===== config.mk =====
export PLATFORM = sky130hd
export DESIGN_NAME = password_index_decoder
export DESIGN_NICKNAME = d
export VERILOG_FILES = /design/src/rtl/pc_pkg.sv /design/src/rtl/pc_char_decode.sv /design/src/rtl/password_index_decoder.sv
export SDC_FILE = /design/constraint.sdc
export NUM_CORES = 1
export LEC_CHECK = 0
export ABC_AREA = 1
export BUFFER_PORTS_ARGS = -buffer_cell sky130_fd_sc_hd__buf_2
export CORE_MARGIN = 3
export CORE_UTILIZATION = 63
export DETAILED_ROUTE_END_ITERATION = 10
export PLACE_DENSITY = 0.9
export REMOVE_ABC_BUFFERS = 1
export SLEW_MARGIN = 5
export SYNTH_ARGS = -nofsm -noshare
export SYNTH_HDL_FRONTEND = slang
export SYNTH_HIERARCHICAL = 1
export SYNTH_SLANG_ARGS = --single-unit

===== constraint.sdc =====
create_clock -name clk -period 9.69 [get_ports clk]
set_clock_uncertainty 0.1 [all_clocks]
set_input_delay 0.4845 -clock clk [delete_from_list [all_inputs] [get_ports clk]]
set_output_delay 0.4845 -clock clk [all_outputs]
set_load 0.03 [all_outputs]

===== src/rtl/pc_pkg.sv =====
// Shared constants and types for the password cracker blocks: radix,
// ASCII alphabet bounds, default widths and the index decoder state enum.
package pc_pkg;

  localparam int RADIX         = 36;
  localparam int NUM_CHARS_DEF = 4;
  localparam int CHAR_W_DEF    = 8;
  localparam int DIGIT_W_DEF   = 6;
  localparam int IDX_W_DEF     = 21;

  localparam logic [7:0] ASCII_0  = 8'h30;
  localparam logic [7:0] ASCII_9  = 8'h39;
  localparam logic [7:0] ASCII_UA = 8'h41;
  localparam logic [7:0] ASCII_UZ = 8'h5A;
  localparam logic [7:0] ASCII_LA = 8'h61;
  localparam logic [7:0] ASCII_LZ = 8'h7A;

  typedef enum logic [1:0] {
    IDLE = 2'd0,
    CONV = 2'd1,
    DONE = 2'd2
  } pid_state_e;

endpackage


===== src/rtl/pc_char_decode.sv =====
// Combinational ASCII-to-base-36 digit decoder. Lowercase letters decode
// like uppercase only when PID_LOWERCASE_EN is defined.
module pc_char_decode
  import pc_pkg::*;
#(
  parameter int CHAR_W  = CHAR_W_DEF,
  parameter int DIGIT_W = DIGIT_W_DEF
) (
  input  logic [CHAR_W-1:0]  char_i,
  output logic [DIGIT_W-1:0] digit_o,
  output logic               valid_o
);

  logic [CHAR_W-1:0] off;

  always_comb begin
    off     = '0;
    digit_o = '0;
    valid_o = 1'b0;
    if (char_i >= CHAR_W'(ASCII_0) && char_i <= CHAR_W'(ASCII_9)) begin
      off     = char_i - CHAR_W'(ASCII_0);
      digit_o = off[DIGIT_W-1:0];
      valid_o = 1'b1;
    end else if (char_i >= CHAR_W'(ASCII_UA) && char_i <= CHAR_W'(ASCII_UZ)) begin
      off     = char_i - CHAR_W'(ASCII_UA) + CHAR_W'(10);
      digit_o = off[DIGIT_W-1:0];
      valid_o = 1'b1;
    end
`ifdef PID_LOWERCASE_EN
    else if (char_i >= CHAR_W'(ASCII_LA) && char_i <= CHAR_W'(ASCII_LZ)) begin
      off     = char_i - CHAR_W'(ASCII_LA) + CHAR_W'(10);
      digit_o = off[DIGIT_W-1:0];
      valid_o = 1'b1;
    end
`endif
  end

endmodule


===== src/rtl/password_index_decoder.sv =====
// Sequential password-to-index decoder: one character per clock, MSB first,
// plus first-digit partition check. Lowercase support via PID_LOWERCASE_EN.
module password_index_decoder
  import pc_pkg::*;
#(
  parameter int NUM_CHARS = NUM_CHARS_DEF,
  parameter int CHAR_W    = CHAR_W_DEF,
  parameter int DIGIT_W   = DIGIT_W_DEF,
  parameter int IDX_W     = IDX_W_DEF
) (
  input  logic                        clk,
  input  logic                        rst,
  input  logic                        in_valid,
  output logic                        in_ready,
  input  logic [NUM_CHARS*CHAR_W-1:0] password,
  input  logic [DIGIT_W-1:0]          from,
  input  logic [DIGIT_W-1:0]          to,
  output logic                        out_valid,
  input  logic                        out_ready,
  output logic [IDX_W-1:0]            index,
  output logic [DIGIT_W-1:0]          first_digit,
  output logic                        in_range,
  output logic                        err,
  output logic [1:0]                  dbg_state_o
);

  // Handshakes: a transfer happens on a rising edge where valid && ready.
  // in_ready is high only in IDLE, out_valid only in DONE; the DONE outputs
  // stay stable until the output transfer.

  localparam int CNT_W = (NUM_CHARS > 1) ? $clog2(NUM_CHARS) : 1;

  pid_state_e                  state_q, state_d;
  logic [NUM_CHARS*CHAR_W-1:0] pwd_q, pwd_d;
  logic [DIGIT_W-1:0]          from_q, from_d, to_q, to_d;
  logic [IDX_W-1:0]            acc_q, acc_d;
  logic [CNT_W-1:0]            cnt_q, cnt_d;
  logic                        err_acc_q, err_acc_d;
  logic [DIGIT_W-1:0]          fd_q, fd_d;
  logic [IDX_W-1:0]            index_q, index_d;
  logic [DIGIT_W-1:0]          first_digit_q, first_digit_d;
  logic                        in_range_q, in_range_d;
  logic                        err_q, err_d;

  logic [CHAR_W-1:0]  cur_char;
  logic [DIGIT_W-1:0] cur_digit;
  logic               cur_valid;
  logic [DIGIT_W-1:0] fd_now;
  logic               err_now;
  logic [IDX_W-1:0]   acc_next;

  assign cur_char = pwd_q[CHAR_W*int'(cnt_q) +: CHAR_W];

  pc_char_decode #(
    .CHAR_W  (CHAR_W),
    .DIGIT_W (DIGIT_W)
  ) u_char_decode (
    .char_i  (cur_char),
    .digit_o (cur_digit),
    .valid_o (cur_valid)
  );

  // Invalid characters already decode to digit 0, so only err needs care.
  assign err_now  = err_acc_q | ~cur_valid;
  assign fd_now   = (cnt_q == CNT_W'(NUM_CHARS-1)) ? cur_digit : fd_q;
  assign acc_next = (acc_q << 5) + (acc_q << 2) + IDX_W'(cur_digit);

  always_comb begin
    state_d       = state_q;
    pwd_d         = pwd_q;
    from_d        = from_q;
    to_d          = to_q;
    acc_d         = acc_q;
    cnt_d         = cnt_q;
    err_acc_d     = err_acc_q;
    fd_d          = fd_q;
    index_d       = index_q;
    first_digit_d = first_digit_q;
    in_range_d    = in_range_q;
    err_d         = err_q;
    case (state_q)
      IDLE: begin
        if (in_valid) begin
          pwd_d     = password;
          from_d    = from;
          to_d      = to;
          acc_d     = '0;
          err_acc_d = 1'b0;
          cnt_d     = CNT_W'(NUM_CHARS-1);
          state_d   = CONV;
        end
      end
      CONV: begin
        acc_d     = acc_next;
        err_acc_d = err_now;
        fd_d      = fd_now;
        cnt_d     = cnt_q - 1'b1;
        if (cnt_q == '0) begin
          state_d       = DONE;
          index_d       = acc_next;
          first_digit_d = fd_now;
          err_d         = err_now;
          in_range_d    = ~err_now && (from_q <= fd_now) && (fd_now <= to_q);
        end
      end
      DONE: begin
        if (out_ready) state_d = IDLE;
      end
      default: state_d = IDLE;
    endcase
  end

  always_ff @(posedge clk) begin
    if (rst) begin
      state_q       <= IDLE;
      pwd_q         <= '0;
      from_q        <= '0;
      to_q          <= '0;
      acc_q         <= '0;
      cnt_q         <= '0;
      err_acc_q     <= 1'b0;
      fd_q          <= '0;
      index_q       <= '0;
      first_digit_q <= '0;
      in_range_q    <= 1'b0;
      err_q         <= 1'b0;
    end else begin
      state_q       <= state_d;
      pwd_q         <= pwd_d;
      from_q        <= from_d;
      to_q          <= to_d;
      acc_q         <= acc_d;
      cnt_q         <= cnt_d;
      err_acc_q     <= err_acc_d;
      fd_q          <= fd_d;
      index_q       <= index_d;
      first_digit_q <= first_digit_d;
      in_range_q    <= in_range_d;
      err_q         <= err_d;
    end
  end

  assign in_ready    = (state_q == IDLE);
  assign out_valid   = (state_q == DONE);
  assign index       = index_q;
  assign first_digit = first_digit_q;
  assign in_range    = in_range_q;
  assign err         = err_q;
  assign dbg_state_o = state_q;

endmodule

==> metrics.txt, run 1 <==
routability cong.=0.948; Yosys reg bits=103; DRT Pass-1 Iters=6; area of the die=10600 µm²; post-route cell area=6500 µm²; non-filler cells in the finished layout=1037; worst reg2reg startpoint=cnt_q[0]$_SDFFE_PP0P_; total power=1000 µW; Fmax=212 MHz; # setup viols final=0; EDFF count, synth=0; fillers=753; Slew @ Worst Pin=988 ps; min cycle time layout=4720 ps; final wirelength=13400 µm; area growth from synthesis to layout=9.83%; Required @ worst endpoint=9880 ps; most frequent cell after synthesis=nand2_1; Worst R2R End=acc_q[9]$_SDFFE_PP0P_; CTS HTree Levels=3; Compound-Gate Fraction of Synth Area=0.165; Placed Cells=1021; Final nets=1029; Avg WL per Cell=12.9 µm; pin count of the biggest net entering global routing=54; Syn Inst Count=865; vias in the first global route=5072; largest family of logic cells by synthesized area=simple AND/OR/NAND/NOR gates; FF/Latch Area=2060 µm²; first-pass GRT wire length=22400 µm; met1 WL=5860 µm; TritonCTS clock tree=built; fraction of synthesized area in multiplexers=0; CTS clk-pin slew, worst paths=110 ps; Synth Area in Adders=0.123; Vert. Die Dim=103 µm; CTS Hold Bufs=0; CP Launch Type=register; most frequent cells after synthesis=nand2_1 (206), nor2_1 (118), dfxtp_1 (103), inv_1 (101), o21ai_0 (90); CP max FO=19; DRC viols=0; clk buf depth=2; area fraction of the dominant cell type after synthesis=0.349; multi-input logic area=3290 µm²; share of layout cells above drive strength 1=0.122; die width=103 µm; DR iter-0 viols=264; Num CTS Buffers=9; Hold Crit Class=input port to register; Resized cells post-CTS=0; initial core utilization=0.662; # Post-CTS Setup Buffers=0; Reg2Reg Setup Slack=4970 ps; mapped cell area=5920 µm²; clk_lat worst skew=380 ps; number of diodes=0; initial antenna violation count=0; RSZ-0062 raised after global routing=no; dpl cell area=6300 µm²; Detail Route Antenna Nets=0; post-synthesis simple-gate area fraction=0.252; Leak Pwr=0.00334 µW; Core Util, Final=0.727; All-Layer GR Usage=0.263; Syn Area/Cell=6.84 µm²; grt ovf=0; routed wl met2=6510 µm; pwr/cell area=155 nW/µm²; Hold Path Stages=3; max-slew violation count=0; area leader, netlist=dfxtp_1; Top FF cell, synth=dfxtp_1; Highest Signal Layer=met4; status=completed; Port Buffers=80; register area share after synthesis=0.349; TNS Setup=0 ps; crit path from=cnt_q[0]$_SDFFE_PP0P_; # clock sinks=103; Worst Setup End Kind=register; Setup CP Type=register to register; VDD IR max=0.110 mV; metal3 WL=700 µm; Async S/R FF share, synth=0; Slew HR=0.341; max cap viols=0; CTS root buf=clkbuf_8; Rows=34; fin crit share=0.487; yosys warns=6; WHS Endpoint=from_q[2]$_SDFFE_PP0P_; core area=8930 µm²; vias=5587; post-synthesis xor/xnor area fraction=0.0148; Hold Vio Cnt, Final=0; hold wc startpoint=from[2]; main area contributors after synthesis=dfxtp_1 (35%), nand2_1 (13%), ha_1 (12%), o21ai_0 (7.6%), nor2_1 (7.5%); R2R depth=24; count of different cell masters after synthesis=32; Final HPWL DP=9790 µm; IO Pins=81; DR vias/cell=5.39; Critical Path AT=4920 ps
-- per-layer routing --
layer	global-route usage	up-vias
met5	0	-
met4	0.0996	0
met3	0.0426	33
met2	0.465	152
met1	0.320	2516
li1	-	2886
-- placed cells by master (no fill, tap or decap), types with 6 or more instances in the layout --
| master | netlist | routed |
|---|---|---|
| o21ai_0 | 90 | 90 |
| inv_1 | 101 | 101 |
| a21oi_1 | 64 | 64 |
| nand3_1 | 26 | 26 |
| dfxtp_1 | 103 | 103 |
| nand2_1 | 206 | 206 |
| nor2_1 | 118 | 117 |
| clkbuf_8 | 0 | 10 |
| ha_1 | 55 | 55 |
| xor2_1 | 7 | 7 |
| buf_2 | 8 | 80 |
| inv_2 | 6 | 6 |
| o21bai_1 | 6 | 6 |
| o21a_1 | 9 | 9 |
| o22ai_1 | 8 | 8 |
-- report_power, final --
part	internal, µW	total [µW]	leakage (µW)	switching (µW)
Combinational	89.3	265	0.00240	176
Sequential	457	478	0.000844	21.4
Clock	104	260	0.0000956	156
Total	650	1000	0.00334	354
-- worst max-delay path: stages, from the launching register on --
cell	delay [ps]
dfxtp_1	660
clkinv_1	520
o21ai_0	310
o22ai_1	190
inv_2	110
ha_1	180
inv_1	50
nor2_1	70
nand2_1	70
a21boi_2	190
nor2_4	80
nand2_1	60
nand2_1	80
ha_1	290
ha_1	220
inv_1	80
fa_1	390
inv_1	90
nand3_1	70
nand2_1	150
nand2_1	70
nand2_1	100
xor2_1	230
nand2_1	80
a21oi_1	180
-- sequential cells by signal, summed over array words and instances (netlist names) --
register     count
acc_q           19
cnt_q            2
dbg_state_o      2
err              1
err_acc_q        1
fd_q             6
first_digit      6
from_q           6
in_range         1
index           21
pwd_q           32
to_q             6
-- layout make-up --
cell class              count  area share
clock buffers              10      0.0212
well taps                 108      0.0208
flip-flops and latches    103       0.317
repair buffers             81      0.0628
multi-input cells         619       0.506
inverters                 110      0.0635
clock inverters             6     0.00847
-- worst max path at each step --
stage	depth (start not counted)	slack [ps]	end
floorplan	28	5740	index[17]$_SDFFE_PP0P_
finish	24	4970	acc_q[9]$_SDFFE_PP0P_
CTS	24	5050	acc_q[9]$_SDFFE_PP0P_
detailed placement	24	5110	acc_q[9]$_SDFFE_PP0P_
global route	28	4370	index[17]$_SDFFE_PP0P_
global placement	24	5310	acc_q[9]$_SDFFE_PP0P_
-- through the flow --
step,hold slack (ps),worst slack (ps)
floorplan,335,5740
global placement,343,5310
detailed placement,351,5110
CTS,238,5050
global route,252,4370
finish,248,4970
-- logic make-up (layout without fill, tap and decap cells) --
group                    Yosys count  count (layout)
flip-flops                       103             103
AO/OA/AOI/OAI                    182             182
XOR/XNOR                          10              10
adder cells (fa/ha/maj)           57              57
buffers and inverters            143             207
AND/OR/NAND/NOR                  370             370
(Power assumes the default switching activity.)
==> run 2: changes to the inputs <==
--- a/config.mk
+++ b/config.mk
@@ -8,9 +8,9 @@
 export ABC_AREA = 1
 export BUFFER_PORTS_ARGS = -buffer_cell sky130_fd_sc_hd__buf_2
 export CORE_MARGIN = 3
-export CORE_UTILIZATION = 63
+export CORE_UTILIZATION = 53
 export DETAILED_ROUTE_END_ITERATION = 10
-export PLACE_DENSITY = 0.9
+export PLACE_DENSITY = 0.81
 export REMOVE_ABC_BUFFERS = 1
 export SLEW_MARGIN = 5
 export SYNTH_ARGS = -nofsm -noshare
==> constraint.sdc (replaced) <==
create_clock -name clk -period 4.1 [get_ports clk]
set_clock_uncertainty 0.1 [all_clocks]
set_input_delay 0.205 -clock clk [delete_from_list [all_inputs] [get_ports clk]]
set_output_delay 0.205 -clock clk [all_outputs]
set_load 0.03 [all_outputs]
==> run 2 against run 1 <==
Effect of this change:
- die area rose by 18%
- critical path type unchanged
- flip-flop and latch count is the same
- cell area is 8.7% higher
- routed wire length rose by 9.2%
- register-to-register slack got worse by 4700 ps
- count of clock-buffer cells in the layout unchanged
- sequential share of layout area fell by 2.5 points
==> metrics.txt, run 2 (synthesis results as in run 1) <==
CTS root buf=clkbuf_8; switch share=0.358; vias=5732; Max stage delay on crit path=470 ps; routability cong.=0.945; Final HPWL DP=9950 µm; clk_lat worst skew=390 ps; IO Pins=81; M1 GR Usage=0.292; most frequent cells in the layout=nand2_1 (205), nor2_1 (117), dfxtp_1 (102); max cap viols=0; Worst Setup End Kind=register; WHS Endpoint=pwd_q[4]$_SDFFE_PP0P_; pwr/cell area=349 nW/µm²; hold wc startpoint=password[4]; total power=2470 µW; CTS clk-pin slew, worst paths=100 ps; DR iter-0 viols=343; # setup viols final=0; hold_ws=3.21 ps; worst reg2reg startpoint=cnt_q[0]$_SDFFE_PP0P_; CTS HTree Levels=3; most flop-heavy register=pwd_q; clk buf depth=2; logic gate share of total power=0.290; clock network fraction of total power=0.255; sequential share of power=0.456; share of layout cells above drive strength 1=0.136; core area=10600 µm²; first-pass GRT wire length=24600 µm; Setup CP Type=register to register; DRT Pass-1 Iters=6; die width=112 µm; initial core utilization=0.558; CP Launch Type=register; Num CTS Buffers=9; CP max FO=15; area of the die=12500 µm²; Hold Vio Cnt, Final=0; area growth from synthesis to layout=19.4%; Fmax=263 MHz; Most Crowded Layer GR=met2; min cycle time layout=3810 ps; DR vias/cell=5.13; Required @ worst endpoint=4300 ps; switching pwr=884 µW; Detail Route Antenna Nets=0; All-Layer GR Usage=0.236; status=completed; max-slew violation count=0; Worst R2R End=index[18]$_SDFFE_PP0P_; met3 Usage GRT=0.0418; TritonCTS clock tree=built; DRC viols=0; R2R depth=27; Vert. Die Dim=112 µm; Critical Path AT=4010 ps; Hold Path Stages=3; grt ovf=0; Avg WL per Cell=13.1 µm; # clock sinks=103; Final nets=1082; VDD IR max=0.237 mV; pin count of the biggest net entering global routing=53; Hold Crit Class=input port to register; max FFs per register=32; met2 GRT Util=0.414; vias in the first global route=5466; P_int=1580 µW; CP max-delay cell=fa_1; fillers=939; Leak Pwr=0.00358 µW; Slew HR=0.334; RSZ-0062 raised after global routing=yes; commonest non-fill, non-tap cell in the layout=nand2_1; Port Buffers=80; fin crit share=0.929; most used cell, CP=nand2_1; number of diodes=0; Slew @ Worst Pin=997 ps; initial antenna violation count=0; Rows=37; Reg2Reg Setup Slack=290 ps; final wirelength=14600 µm
-- run 2: cell types whose count changed in the layout (fill, tap and decap cells not counted), moves of 2 or more --
cell and delta:
dlygate4sd3_1 +39, buf_4 +13, o22ai_1 -3, o22ai_2 +3, clkinv_1 -2
-- run 2: routing by layer --
layer | part of all wire | up-vias | wire, µm
met4 | 0.022 | 0 | 324
met2 | 0.49 | 158 | 7160
met3 | 0.046 | 39 | 668
met1 | 0.44 | 2549 | 6460
met5 | 0 | - | 0
li1 | - | 2986 | -
-- run 2: worst max path at each step --
stage / start / endpoint / slack, ps / depth (start not counted)
floorplan: cnt_q[0]$_SDFFE_PP0P_ / index[17]$_SDFFE_PP0P_ / 150 / 28
global placement: cnt_q[0]$_SDFFE_PP0P_ / index[12]$_SDFFE_PP0P_ / 290 / 25
detailed placement: cnt_q[0]$_SDFFE_PP0P_ / index[12]$_SDFFE_PP0P_ / 220 / 25
CTS: cnt_q[0]$_SDFFE_PP0P_ / index[20]$_SDFFE_PP0P_ / 140 / 28
global route: cnt_q[0]$_SDFFE_PP0P_ / index[20]$_SDFFE_PP0P_ / -40 / 25
finish: cnt_q[0]$_SDFFE_PP0P_ / index[18]$_SDFFE_PP0P_ / 290 / 27
-- run 2: worst max-delay path: cells and delay by family (launching register included) --
family                   cells  cell delay, ps
AO/OA/AOI/OAI                3             510
adder cells (fa/ha/maj)      3            1060
buffers and inverters        6             440
flip-flops                   1             370
AND/OR/NAND/NOR             15            1210
-- run 2: stage by stage --
stage | setup slack, ps | cells | TNS [ps] | util | instance area (µm²)
finish | 291 | 1118 | 0 | 0.666 | 7060
global route | -37.0 | 1118 | -219 | 0.666 | 7060
global placement | 295 | 1059 | 0 | 0.605 | 6410
CTS | 144 | 1113 | 0 | 0.659 | 6990
floorplan | 147 | 832 | 0 | - | 5760
detailed placement | 220 | 1059 | 0 | 0.605 | 6410
-- run 2: repair_timing --
action                                  4_1_cts  5_1_grt
endpoints found under the hold margin        38        1
hold buffers                                 38        1
setup buffers                                 0        4
gates resized for setup                       0        9
endpoints found under the setup margin        0       25
-- run 2: area by class of cell --
type                       count  area [µm²]  share of cell area
tap                          136         170              0.0241
clock inverter                 6        67.6             0.00957
timing repair buffer         134         907               0.128
clock buffer                  10         128              0.0181
sequential                   103        2060               0.292
inverter                     110         417              0.0590
multi-input combinational    619        3310               0.469
-- run 2: power groups by stage --
stage | clock [µW] | sequential, µW | combinational (µW)
floorplan | 0 | 1180 | 416
global placement | 0 | 1140 | 640
detailed placement | 0 | 1150 | 654
CTS | 638 | 1120 | 687
global route | 671 | 1130 | 802
finish | 628 | 1120 | 715
==> run 3: changes to the inputs <==
--- a/config.mk
+++ b/config.mk
@@ -5,13 +5,13 @@
 export SDC_FILE = /design/constraint.sdc
 export NUM_CORES = 1
 export LEC_CHECK = 0
-export ABC_AREA = 1
 export BUFFER_PORTS_ARGS = -buffer_cell sky130_fd_sc_hd__buf_2
 export CORE_MARGIN = 3
-export CORE_UTILIZATION = 53
+export CORE_UTILIZATION = 52
 export DETAILED_ROUTE_END_ITERATION = 10
-export PLACE_DENSITY = 0.81
+export PLACE_DENSITY = 0.8
 export REMOVE_ABC_BUFFERS = 1
+export SKIP_LAST_GASP = 1
 export SLEW_MARGIN = 5
 export SYNTH_ARGS = -nofsm -noshare
 export SYNTH_HDL_FRONTEND = slang
==> run 3 against run 2 <==
Effect of this change:
- the flow now finishes with violations (negative setup slack)
- synthesized cell count down 19%
- register-to-register slack worse by 470 ps
- sequential power hardly changed
- highest routed layer unchanged
==> metrics.txt, run 3 <==
status=finished with violations; failing checks=negative setup slack; CTS HTree Levels=3; Reg2Reg Setup Slack=-180 ps; Critical Path AT=4460 ps; routability cong.=0.964; min cycle time layout=4280 ps; clk buf depth=2; pwr/cell area=316 nW/µm²; Final nets=957; Fmax=233 MHz; crit path from=cnt_q[0]$_SDFFE_PP0P_; Avg WL per Cell=17.3 µm; Slew HR=0.169; pin count of the biggest net entering global routing=69; fillers=754; EDFF count, synth=0; count of different cell masters after synthesis=64; Slew @ Worst Pin=1250 ps; Detail Route Antenna Nets=0; vias in the first global route=5481; DRT Pass-1 Iters=8; mapped cell area=5780 µm²; Placed Cells=917; total power=2410 µW; CP max FO=6; switching pwr=770 µW; most frequent cell after synthesis=nand2_1; max cap viols=0; most frequent cells in the layout=nand2_1 (141), dfxtp_1 (102), a21oi_1 (89); clk_lat worst skew=380 ps; sequential share of power=0.451; Vert. Die Dim=111 µm; IO Pins=81; hold wc startpoint=rst; commonest non-fill, non-tap cell in the layout=nand2_1; most flop-heavy register=pwd_q; DRC viols=0; CP Launch Type=register; initial core utilization=0.547; vias=5848; # clock sinks=103; Yosys reg bits=103; final wirelength=17200 µm; area leader, netlist=dfxtp_1; TritonCTS clock tree=built; Required @ worst endpoint=4280 ps; most frequent cells after synthesis=nand2_1 (142), dfxtp_1 (103), a21oi_1 (92), ha_1 (55); max FFs per register=32; logic gate share of total power=0.276; fin crit share=1.04; Setup CP Type=register to register; CTS root buf=clkbuf_8; initial antenna violation count=1; CTS clk-pin slew, worst paths=100 ps; die width=111 µm; DR iter-0 viols=529; All-Layer GR Usage=0.246; worst reg2reg startpoint=cnt_q[0]$_SDFFE_PP0P_; first-pass GRT wire length=25700 µm; # setup viols final=16; core area=10600 µm²; Num CTS Buffers=9; VDD IR max=0.222 mV; Top FF cell, synth=dfxtp_1; Port Buffers=80; Syn Area/Cell=8.24 µm²; Leak Pwr=0.00325 µW; switch share=0.319; area growth from synthesis to layout=32.5%; share of layout cells above drive strength 1=0.260; Async S/R FF share, synth=0; Worst Setup End Kind=register; area fraction of the dominant cell type after synthesis=0.357; dpl cell area=6530 µm²; max-slew violation count=0; DR vias/cell=5.88; post-route cell area=7650 µm²; Rows=37; Worst Slack Setup Final=-183 ps; non-filler cells in the finished layout=994; clock network fraction of total power=0.273; grt ovf=0; P_int=1640 µW; RSZ-0062 raised after global routing=yes; register area share after synthesis=0.357; area of the die=12400 µm²; Hold Crit Class=input port to register; yosys warns=6; Final HPWL DP=10200 µm; main area contributors after synthesis=dfxtp_1 (36%), ha_1 (12%), nand2_1 (9.2%), a21oi_1 (8.0%), mux4_2 (3.1%); Syn Inst Count=701; Hold Vio Cnt, Final=0
-- run 3: changes by cell type in the layout (fill, tap and decap cells not counted), moves of 19 or more --
cell      previous run  this run
inv_1              101        31
a21oi_1             64        89
nor2_1             117        35
o21ai_0             90         9
nand2_1            205       141
a211oi_1             0        19
buf_4               14        49
-- run 3: cell families after synthesis --
kind of cell | synth area share
multiplexers | 0.0470
flip-flops | 0.357
AND/OR/NAND/NOR | 0.201
buffers and inverters | 0.0544
AO/OA/AOI/OAI | 0.194
adder cells (fa/ha/maj) | 0.126
XOR/XNOR | 0.0206
-- run 3: routing by layer --
layer / vias to the layer above / part of all wire / global-route usage
met5: - / 0 / 0
met4: 0 / 0.041 / 0.105
met3: 61 / 0.052 / 0.0386
met2: 236 / 0.51 / 0.431
met1: 2788 / 0.40 / 0.298
li1: 2763 / - / -
-- run 3: final timing paths --
kind,endpoint,depth (start not counted)
max,index[15]$_SDFFE_PP0P_,19
min,index[18]$_SDFFE_PP0P_,2
max reg2reg,index[15]$_SDFFE_PP0P_,19
min reg2reg,index[6]$_SDFFE_PP0P_,2
-- run 3: repair_timing --
item | 4_1_cts | 5_1_grt
endpoints found under the setup margin | 25 | 27
gates resized for setup | 40 | 39
hold buffers | 45 | 0
setup buffers | 8 | 7
hold endpoints to repair | 45 | 0
cloned | 0 | 0
pin swaps | 19 | 26
-- run 3: critical path, stage by stage (launching register included) --
cell and delay [ps]:
dfxtp_4 380, buf_12 120, mux4_2 550, inv_4 120, ha_4 180, buf_6 130
o21bai_4 90, a21o_4 220, buf_4 140, a211oi_4 250, ha_4 250, ha_4 150
inv_2 50, fa_2 230, nor2b_4 50, o31a_4 290, o22ai_4 220, o221ai_2 150
nor4b_4 160, a311o_1 330
-- run 3: per-stage QoR --
step           setup TNS [ps]  hold WS (ps)   util  setup slack, ps
4_1_cts                  -405           269  0.701            -88.8
5_1_grt                 -4220           317  0.725             -364
2_1_floorplan           -5190           174      -             -575
3_3_place_gp            -2020           340  0.619             -195
3_5_place_dp            -4780           344  0.619             -374
6_report                -1890           302  0.725             -183
-- run 3: layout make-up --
class                      instances  area, µm²  share of cell area
sequential                       103       2070               0.270
clock buffer                      11        141              0.0185
tap                              136        170              0.0222
inverter                          35        134              0.0175
clock inverter                     5       57.6             0.00752
multi-input combinational        518       3720               0.486
antenna                            1       2.50            0.000327
timing repair buffer             185       1360               0.178
-- run 3: power by group through the flow --
stage | logic [µW] | registers (µW) | clock network [µW]
floorplan | 276 | 1130 | 0
global placement | 486 | 1110 | 0
detailed placement | 508 | 1110 | 0
CTS | 583 | 1090 | 659
global route | 719 | 1090 | 698
finish | 666 | 1090 | 660
